### config.mk
export PLATFORM = sky130hd
export DESIGN_NAME = ikari_sprite_line_feeder
export DESIGN_NICKNAME = d
export VERILOG_FILES = /design/src/rtl/ikari_video_pkg.sv /design/src/rtl/ikari_spr_pix_shifter.sv /design/src/rtl/ikari_sprite_line_feeder.sv
export SDC_FILE = /design/constraint.sdc
export NUM_CORES = 1
export LEC_CHECK = 0
export CORE_ASPECT_RATIO = 0.8
export CORE_MARGIN = 3
export CORE_UTILIZATION = 25
export DETAILED_ROUTE_END_ITERATION = 8
export PLACE_DENSITY = 0.46
export RECOVER_POWER = 50
export SLEW_MARGIN = 20
export SYNTH_ARGS = -nofsm -noshare
export SYNTH_HDL_FRONTEND = slang
export SYNTH_SLANG_ARGS = --single-unit
### constraint.sdc
create_clock -name clk -period 6.34 [get_ports clk]
set_input_delay 1.268 -clock clk [delete_from_list [all_inputs] [get_ports clk]]
set_output_delay 1.268 -clock clk [all_outputs]
set_load 0.02 [all_outputs]
### src/rtl/ikari_video_pkg.sv
// Shared video definitions for the sprite line-buffer writer path.
package ikari_video_pkg;
  localparam int SPR_X_W     = 9;
  localparam int SPR_COLOR_W = 5;
  localparam int SPR_BPP     = 3;
  localparam int FD_W        = SPR_COLOR_W + SPR_BPP;
  localparam logic [FD_W-1:0] FD_IDLE = 8'hFF;

  typedef enum logic [1:0] {IDLE, LOAD, PIX} feed_state_e;
endpackage

### src/rtl/ikari_spr_pix_shifter.sv
// Sprite row register with per-slot pixel select.
// IKARI_FEED_HFLIP_EN adds a captured flip bit that reverses the pixel order.
module ikari_spr_pix_shifter
  import ikari_video_pkg::*;
#(
  parameter int PIX_PER_SPR = 16,
  localparam int IDX_W = $clog2(PIX_PER_SPR)
) (
  input  logic                             clk,
  input  logic                             rst,
  input  logic                             load,
  input  logic [PIX_PER_SPR*SPR_BPP-1:0]   gfx_in,
`ifdef IKARI_FEED_HFLIP_EN
  input  logic                             hflip_in,
`endif
  input  logic [IDX_W-1:0]                 sel,
  output logic [SPR_BPP-1:0]               pix
);
  logic [PIX_PER_SPR-1:0][SPR_BPP-1:0] row_q;
  logic [IDX_W-1:0]                    idx;

  always_ff @(posedge clk or posedge rst) begin
    if (rst)       row_q <= '0;
    else if (load) row_q <= gfx_in;
  end

`ifdef IKARI_FEED_HFLIP_EN
  logic hflip_q;
  always_ff @(posedge clk or posedge rst) begin
    if (rst)       hflip_q <= 1'b0;
    else if (load) hflip_q <= hflip_in;
  end
  assign idx = hflip_q ? IDX_W'(PIX_PER_SPR-1) - sel : sel;
`else
  assign idx = sel;
`endif

  assign pix = row_q[idx];
endmodule

### src/rtl/ikari_sprite_line_feeder.sv
// Serialises one sprite row per handshake into line-buffer load/data slots on ck0_cen.
// Optional IKARI_FEED_HFLIP_EN enables horizontal flip of the emitted pixel order.
module ikari_sprite_line_feeder
  import ikari_video_pkg::*;
#(
  parameter int                 PIX_PER_SPR = 16,
  parameter logic [SPR_BPP-1:0] TRANSP      = 3'b111
) (
  input  logic                           clk,
  input  logic                           rst,
  input  logic                           ck0_cen,
  input  logic                           line_start,
  input  logic                           spr_valid,
  output logic                           spr_ready,
  input  logic [SPR_X_W-1:0]             spr_x,
  input  logic [SPR_COLOR_W-1:0]         spr_color,
  input  logic [PIX_PER_SPR*SPR_BPP-1:0] spr_gfx,
  input  logic                           spr_hflip,
  output logic [SPR_X_W-1:0]             fly,
  output logic                           fck_ldn,
  output logic [FD_W-1:0]                fd,
  output logic                           busy
);
  localparam int CNT_W = $clog2(PIX_PER_SPR);
  localparam logic [CNT_W-1:0] LAST_PIX = CNT_W'(PIX_PER_SPR-1);
  // Transparent pixels pass through untouched; the buffer drops them.
  localparam logic [SPR_BPP-1:0] unused_transp_code = TRANSP;

  feed_state_e             state;
  logic [CNT_W-1:0]        pix_cnt;
  logic [SPR_X_W-1:0]      x_q;
  logic [SPR_COLOR_W-1:0]  color_q;
  logic [SPR_BPP-1:0]      pix;
  logic                    accept;

  assign spr_ready = (state == IDLE) & ~line_start;
  assign accept    = spr_valid & spr_ready;

  ikari_spr_pix_shifter #(.PIX_PER_SPR(PIX_PER_SPR)) u_shift (
    .clk      (clk),
    .rst      (rst),
    .load     (accept),
    .gfx_in   (spr_gfx),
`ifdef IKARI_FEED_HFLIP_EN
    .hflip_in (spr_hflip),
`endif
    .sel      (pix_cnt),
    .pix      (pix)
  );

`ifndef IKARI_FEED_HFLIP_EN
  logic unused_hflip;
  assign unused_hflip = spr_hflip;
`endif

  always_ff @(posedge clk or posedge rst) begin
    if (rst) begin
      state   <= IDLE;
      pix_cnt <= '0;
      x_q     <= '0;
      color_q <= '0;
      fly     <= '0;
      fck_ldn <= 1'b1;
      fd      <= FD_IDLE;
      busy    <= 1'b0;
    end else if (line_start) begin
      state   <= IDLE;
      pix_cnt <= '0;
      fck_ldn <= 1'b1;
      fd      <= FD_IDLE;
      busy    <= 1'b0;
    end else begin
      case (state)
        IDLE: begin
          // A slot coinciding with the handshake stays idle; LOAD uses the next one.
          if (ck0_cen) begin
            fck_ldn <= 1'b1;
            fd      <= FD_IDLE;
          end
          if (spr_valid) begin
            x_q     <= spr_x;
            color_q <= spr_color;
            busy    <= 1'b1;
            state   <= LOAD;
          end
        end
        LOAD: if (ck0_cen) begin
          fck_ldn <= 1'b0;
          fly     <= x_q;
          fd      <= FD_IDLE;
          pix_cnt <= '0;
          state   <= PIX;
        end
        PIX: if (ck0_cen) begin
          fck_ldn <= 1'b1;
          fd      <= {color_q, pix};
          pix_cnt <= pix_cnt + CNT_W'(1);
          if (pix_cnt == LAST_PIX) begin
            busy  <= 1'b0;
            state <= IDLE;
          end
        end
        default: state <= IDLE;
      endcase
    end
  end
endmodule
==> impl_metrics.env, run 1 <==
export IMPL_grt_usage_pct=10.9
export IMPL_grt_max_degree=68
export IMPL_antenna_found_initial=0
export IMPL_async_reset_ff_share_pct=100
export IMPL_syn_area_um2=4140
export IMPL_route_detailed_drc=0
export IMPL_synth_mux_area_share_pct=31.3
export IMPL_finalHoldViolCount=0
export IMPL_multi_input_area_um2=1740
export IMPL_status="finished with violations"
export IMPL_pin_count=88
export IMPL_fp_coreArea_um2=16000
export IMPL_fin_setup_tns_ps=0
export IMPL_areaGrowthSynthToFinish_pct=29.6
export IMPL_yosys_area_share_simple_pct=4.62
export IMPL_die_area_um2=18200
export IMPL_fmax_ghz=0.240
export IMPL_ant_nets=0
export IMPL_drt_first_iter_violations=119
export IMPL_clockBufferDepth=2
export IMPL_clock_skew_ps=6.05
export IMPL_diodes=0
export IMPL_fin_nets=421
export IMPL_crit_required_ps=5070
export IMPL_synth_common_cells="dfrtp_1, mux2_4, mux2_2, mux2i_1, dfstp_2"
export IMPL_synth_nets=338
export IMPL_wire_per_inst_um=16.1
export IMPL_die_h_um=121
export IMPL_rsz0062_at_grt="false"
export IMPL_slowest_stage="clkdlybuf4s50_1"
export IMPL_core_rowCount=41
export IMPL_crit_path_max_fanout=13
export IMPL_drive_gt1_share_pct=29.8
export IMPL_synth_top_family_by_area="multiplexers"
export IMPL_final_util_pct=33.5
export IMPL_yosys_area_share_adder_pct=0.302
export IMPL_synth_edff_count=0
export IMPL_p_per_area_nw_per_um2=304
export IMPL_hp_class="reg -> reg"
export IMPL_hpwl_mm=6.27
export IMPL_yosysTopAreaCell="dfrtp_1"
export IMPL_ctsResizeCount=0
export IMPL_portBuffers=86
export IMPL_worstPathArrival_ps=2910
export IMPL_numCtsBuffers=9
export IMPL_worstMarginPinSlew_ps=1650
export IMPL_synth_top_area_share_pct=47.1
export IMPL_max_slew_margin_pct=-9.73
export IMPL_worst_setup_path_start_kind="input port"
export IMPL_max_cap_viol_count=1
export IMPL_violations="capacitance limit, slew limit"
export IMPL_grt_pass1_wl_mm=15.0
export IMPL_root_buffer="clkbuf_16"
export IMPL_yosysMostFrequentCell="dfrtp_1"
export IMPL_synth_flop_cell="dfrtp_1"
export IMPL_yosysWarningCount=0
export IMPL_min_period_over_period_pct=65.8
export IMPL_fin_crit_ps=4170
export IMPL_path_class="in -> out"
export IMPL_final_max_slew_viol_count=68
export IMPL_dr_total_vias=2439
export IMPL_peakVddDrop_uv=143
export IMPL_clkTransAtPathRegs_ps=60
export IMPL_clock_latency_ps=340
export IMPL_synth_seq_cells=87
export IMPL_postCtsSetupBuffers=0
export IMPL_critPathTopFamily="buffers and inverters"
export IMPL_cts_hold_buf=0
export IMPL_htreeDepth=3
export IMPL_die_w_um=150
export IMPL_setup_violations=0
export IMPL_crit_chain="clkdlybuf4s50_1 -> nor3_2 -> clkdlybuf4s50_1"
export IMPL_clock_sinks=87
export IMPL_worst_path_most_repeated_cell="clkdlybuf4s50_1"
export IMPL_yosysUniqueCellTypes=39
export IMPL_cp_end_kind="output pin"
export IMPL_wl_mm=9.19
export IMPL_grt_ovfl_total=0
export IMPL_seqCellArea_um2=2190
export IMPL_cts_tree="yes"
export IMPL_place_congestion=0.713
export IMPL_p_leak_uw=0.00216
export IMPL_avgSynthCellArea_um2=15.4
export IMPL_synth_xor_area_share_pct=0
export IMPL_synth_seq_area_share_pct=52.9
export IMPL_grt_pass1_vias=2677
export IMPL_synth_cells=269
export IMPL_holdWs_ps=492
export IMPL_crit_buf_inv=2
export IMPL_vias_per_cell=4.27
export IMPL_nFillCells=1613
export IMPL_synth_compound_area_share_pct=5.74
export IMPL_drt_pass1_iter_count=4
export IMPL_max_stage_delay_ps=670
export IMPL_initial_utilization_pct=25.9
export IMPL_synth_area_leaders="dfrtp_1, mux2_4, dfstp_2"
[layer usage]
layer	up-vias	share of wire [%]	track usage [%]	wire (µm)
li1	1147	-	-	-
met1	1219	50	15.0	4570
met2	62	43	15.8	3990
met3	11	5.1	3.51	467
met4	0	1.8	4.11	164
met5	-	0	0	0
[worst register-to-register path, cell delays in order, from the launching register on]
cell and delay (ps):
dfrtp_1 540, nor3_2 260, and2_4 680, buf_4 540, mux2_4 370
[path summary, 6_finish.rpt]
path | slack (ps) | end | depth (start not counted) | startpoint
min reg2reg | 490 | fd[3] | 1 | color_q[0]
min in group asynchronous | 1540 | x_q[5] | 2 | rst
max reg2reg | 3830 | u_shift.row_q[10] | 4 | state[0]
max | 2170 | spr_ready | 3 | line_start
max in group asynchronous | 2740 | u_shift.row_q[40] | 3 | rst
min | 490 | fd[3] | 1 | color_q[0]
[cells in the final DEF, fill, tap and decap left out, types with 4 or more instances in the layout]
master,count
mux2i_1,12
clkdlybuf4s50_1,84
o22a_1,5
clkbuf_16,9
nor2_1,6
o21ai_0,5
nand2_1,8
nand2b_1,4
dfstp_2,9
nand3_1,5
mux2_2,12
dfrtp_1,78
mux4_2,5
a21oi_1,8
mux2_4,60
[area by class of cell]
type,instances,share of cell area (%)
Tap cell,215,5.01
Clock buffer,15,5.18
Timing Repair Buffer,89,16.4
Multi-Input combinational cell,162,32.4
Inverter,3,0.233
Sequential cell,87,40.8
[report_power, final]
group | switching (µW) | leakage, µW | total (µW) | internal, µW
sequential | 65.6 | 0.00103 | 739 | 673
clock | 208 | 0.000136 | 504 | 296
combinational | 135 | 0.00100 | 387 | 252
total | 408 | 0.00216 | 1630 | 1220
[through the flow]
stage / setup slack [ps] / power [µW] / instance area (µm²) / instances
2_1_floorplan: 2840 / 1000 / 4140 / 269
3_3_place_gp: 2180 / 1140 / 5090 / 556
3_5_place_dp: 2170 / 1140 / 5090 / 556
4_1_cts: 2160 / 1660 / 5370 / 571
5_1_grt: 2080 / 1720 / 5370 / 571
6_report: 2170 / 1630 / 5370 / 571
[sequential cells by signal (all words and copies together) (netlist names)]
name	flops
u_shift.row_q	48
fly	9
x_q	9
fd	8
color_q	5
pix_cnt	4
state	2
busy	1
fck_ldn	1
[cell families after synthesis]
group                      count (synthesis)
buffers and inverters                     20
muxes                                     90
adders and majority gates                  1
DFF                                       87
AOI/OAI and AO/OA                         35
and+or+nand+nor                           36
Power figures use the tool's default switching activity.
==> run 2, diff against run 1 <==
- PLACE_DENSITY: 0.46 -> 0.48
- clock period: 6.34 -> 3.4 ns (I/O delays scaled with it)
==> run 2 against run 1 <==
Net effect: clock-buffer cell count fell by 5; setup slack got worse by 1500 ps; clock power rose by 87%; largest cell class unchanged; worst hold slack improved by 2.5 ps; the flow now finishes without violations; cell area rose by 1.1%; critical endpoint unchanged; cell count rose by 0.70%; highest routed layer unchanged; die area did not move; sequential share of layout area fell by 0.43 points; combinational power rose by 88%; critical path type unchanged; first-iteration DRC count fell by 34%.
==> impl_metrics.env, run 2 (same netlist as run 1, synthesis figures left out) <==
export IMPL_setup_ws_ps=695
export IMPL_multi_input_area_um2=1740
export IMPL_startpoint="line_start"
export IMPL_cts_tree="yes"
export IMPL_clkTransAtPathRegs_ps=60
export IMPL_fin_setup_tns_ps=0
export IMPL_worstPathArrival_ps=2020
export IMPL_mostFrequentLayoutCells="clkdlybuf4s50_1, dfrtp_1, mux2_4, mux2_2, mux2i_1"
export IMPL_min_period_over_period_pct=79.6
export IMPL_max_cap_viol_count=0
export IMPL_rsz0062_at_grt="false"
export IMPL_holdWs_ps=494
export IMPL_crit_required_ps=2720
export IMPL_path_class="in -> out"
export IMPL_peakVddDrop_uv=242
export IMPL_rr_worst_depth=4
export IMPL_layout_commonest_cell="clkdlybuf4s50_1"
export IMPL_fin_nets=424
export IMPL_critPathCapture="spr_ready"
export IMPL_grt_max_degree=58
export IMPL_largest_register="u_shift.row_q"
export IMPL_pin_count=88
export IMPL_die_w_um=150
export IMPL_grt_pass1_vias=2749
export IMPL_setup_violations=0
export IMPL_final_max_slew_viol_count=0
export IMPL_numCtsBuffers=9
export IMPL_finalHoldViolCount=0
export IMPL_status="finished, final reports clean"
export IMPL_p_leak_uw=0.00218
export IMPL_clockBufferDepth=2
export IMPL_core_rowCount=41
export IMPL_root_buffer="clkbuf_16"
export IMPL_initial_utilization_pct=25.9
export IMPL_grt_pass1_wl_mm=14.6
export IMPL_areaGrowthSynthToFinish_pct=31.0
export IMPL_cts_hold_buf=0
export IMPL_drt_pass1_iter_count=4
export IMPL_drive_gt1_share_pct=31.4
export IMPL_pre_cts_slack_ps=680
export IMPL_wl_mm=9.08
export IMPL_hpwl_mm=6.28
export IMPL_diodes=0
export IMPL_portBuffers=86
export IMPL_antenna_found_initial=0
export IMPL_p_per_area_nw_per_um2=562
export IMPL_fmax_ghz=0.370
export IMPL_htreeDepth=3
export IMPL_timing_rr_start="pix_cnt[0]"
export IMPL_largest_reg_flops=48
export IMPL_crit_path_max_fanout=2
export IMPL_r2r_end="fd[0]"
export IMPL_clock_sinks=87
export IMPL_worst_setup_path_start_kind="input port"
export IMPL_drt_first_iter_violations=79
export IMPL_clock_skew_ps=10.2
export IMPL_fin_crit_ps=2700
export IMPL_grt_usage_pct=10.6
export IMPL_grt_ovfl_total=0
export IMPL_clock_latency_ps=340
export IMPL_cp_end_kind="output pin"
export IMPL_max_slew_margin_pct=9.22
export IMPL_worstMarginPinSlew_ps=1350
export IMPL_place_congestion=0.716
export IMPL_wire_per_inst_um=15.8
export IMPL_largestRegisters="u_shift.row_q (48), fly (9), x_q (9)"
export IMPL_die_area_um2=18200
export IMPL_hp_class="reg -> reg"
export IMPL_fp_coreArea_um2=16000
export IMPL_rrSetupSlack_ps=1370
export IMPL_postCtsSetupBuffers=0
export IMPL_nFillCells=1588
export IMPL_seqCellArea_um2=2190
export IMPL_die_h_um=121
export IMPL_route_detailed_drc=0
export IMPL_ctsResizeCount=0
export IMPL_dr_total_vias=2454
export IMPL_vias_per_cell=4.27
export IMPL_ant_nets=0
[run 2: changes by cell type in the layout (fill, tap and decap cells not counted), sizes merged]
cell	previous run	this run
buf	2	5
clkbuf	16	11
clkinv	0	4
clkinvlp	1	3
[run 2: area by class of cell]
| class | instances | area share, % |
|---|---|---|
| Sequential cell | 87 | 40.4 |
| Clock buffer | 10 | 4.41 |
| Clock inverter | 6 | 0.854 |
| Inverter | 3 | 0.231 |
| Timing Repair Buffer | 92 | 17.2 |
| Tap cell | 215 | 4.96 |
| Multi-Input combinational cell | 162 | 32.0 |
[run 2: routing by layer]
metal	share of wire [%]	vias up	wire, µm	GRT usage [%]
met5	0	-	0	0
met4	1.4	0	129	3.43
met3	4.8	9	440	3.77
met2	45	56	4070	15.9
met1	49	1240	4440	14.4
li1	-	1149	-	-
[run 2: power breakdown]
part / total [µW] / internal (µW) / switching, µW
Sequential: 1380 / 1250 / 124
Combinational: 727 / 476 / 251
Clock: 941 / 517 / 423
[run 2: how the worst min path moves through the flow]
stage,depth (start not counted),endpoint,slack [ps],from
after global placement,1,fd[7],470,color_q[4]
after detailed placement,1,u_shift.row_q[20],490,u_shift.row_q[20]
after global routing,1,fd[5],510,color_q[2]
after floorplan,1,fd[3],460,color_q[0]
final,1,fd[5],490,color_q[2]
after CTS,1,fd[5],500,color_q[2]
[run 2: worst max-delay path, stage by stage]
cell	delay, ps
clkdlybuf4s50_1	440
nor3_2	250
clkdlybuf4s50_1	650
[run 2: through the flow]
stage	cell area, µm²	instances	util [%]	total power (µW)
after floorplan	4140	269	-	1870
after global placement	5150	559	32.2	2120
after detailed placement	5150	559	32.2	2130
after CTS	5440	575	34.0	3110
after global routing	5420	575	33.9	3220
final	5420	575	33.9	3050
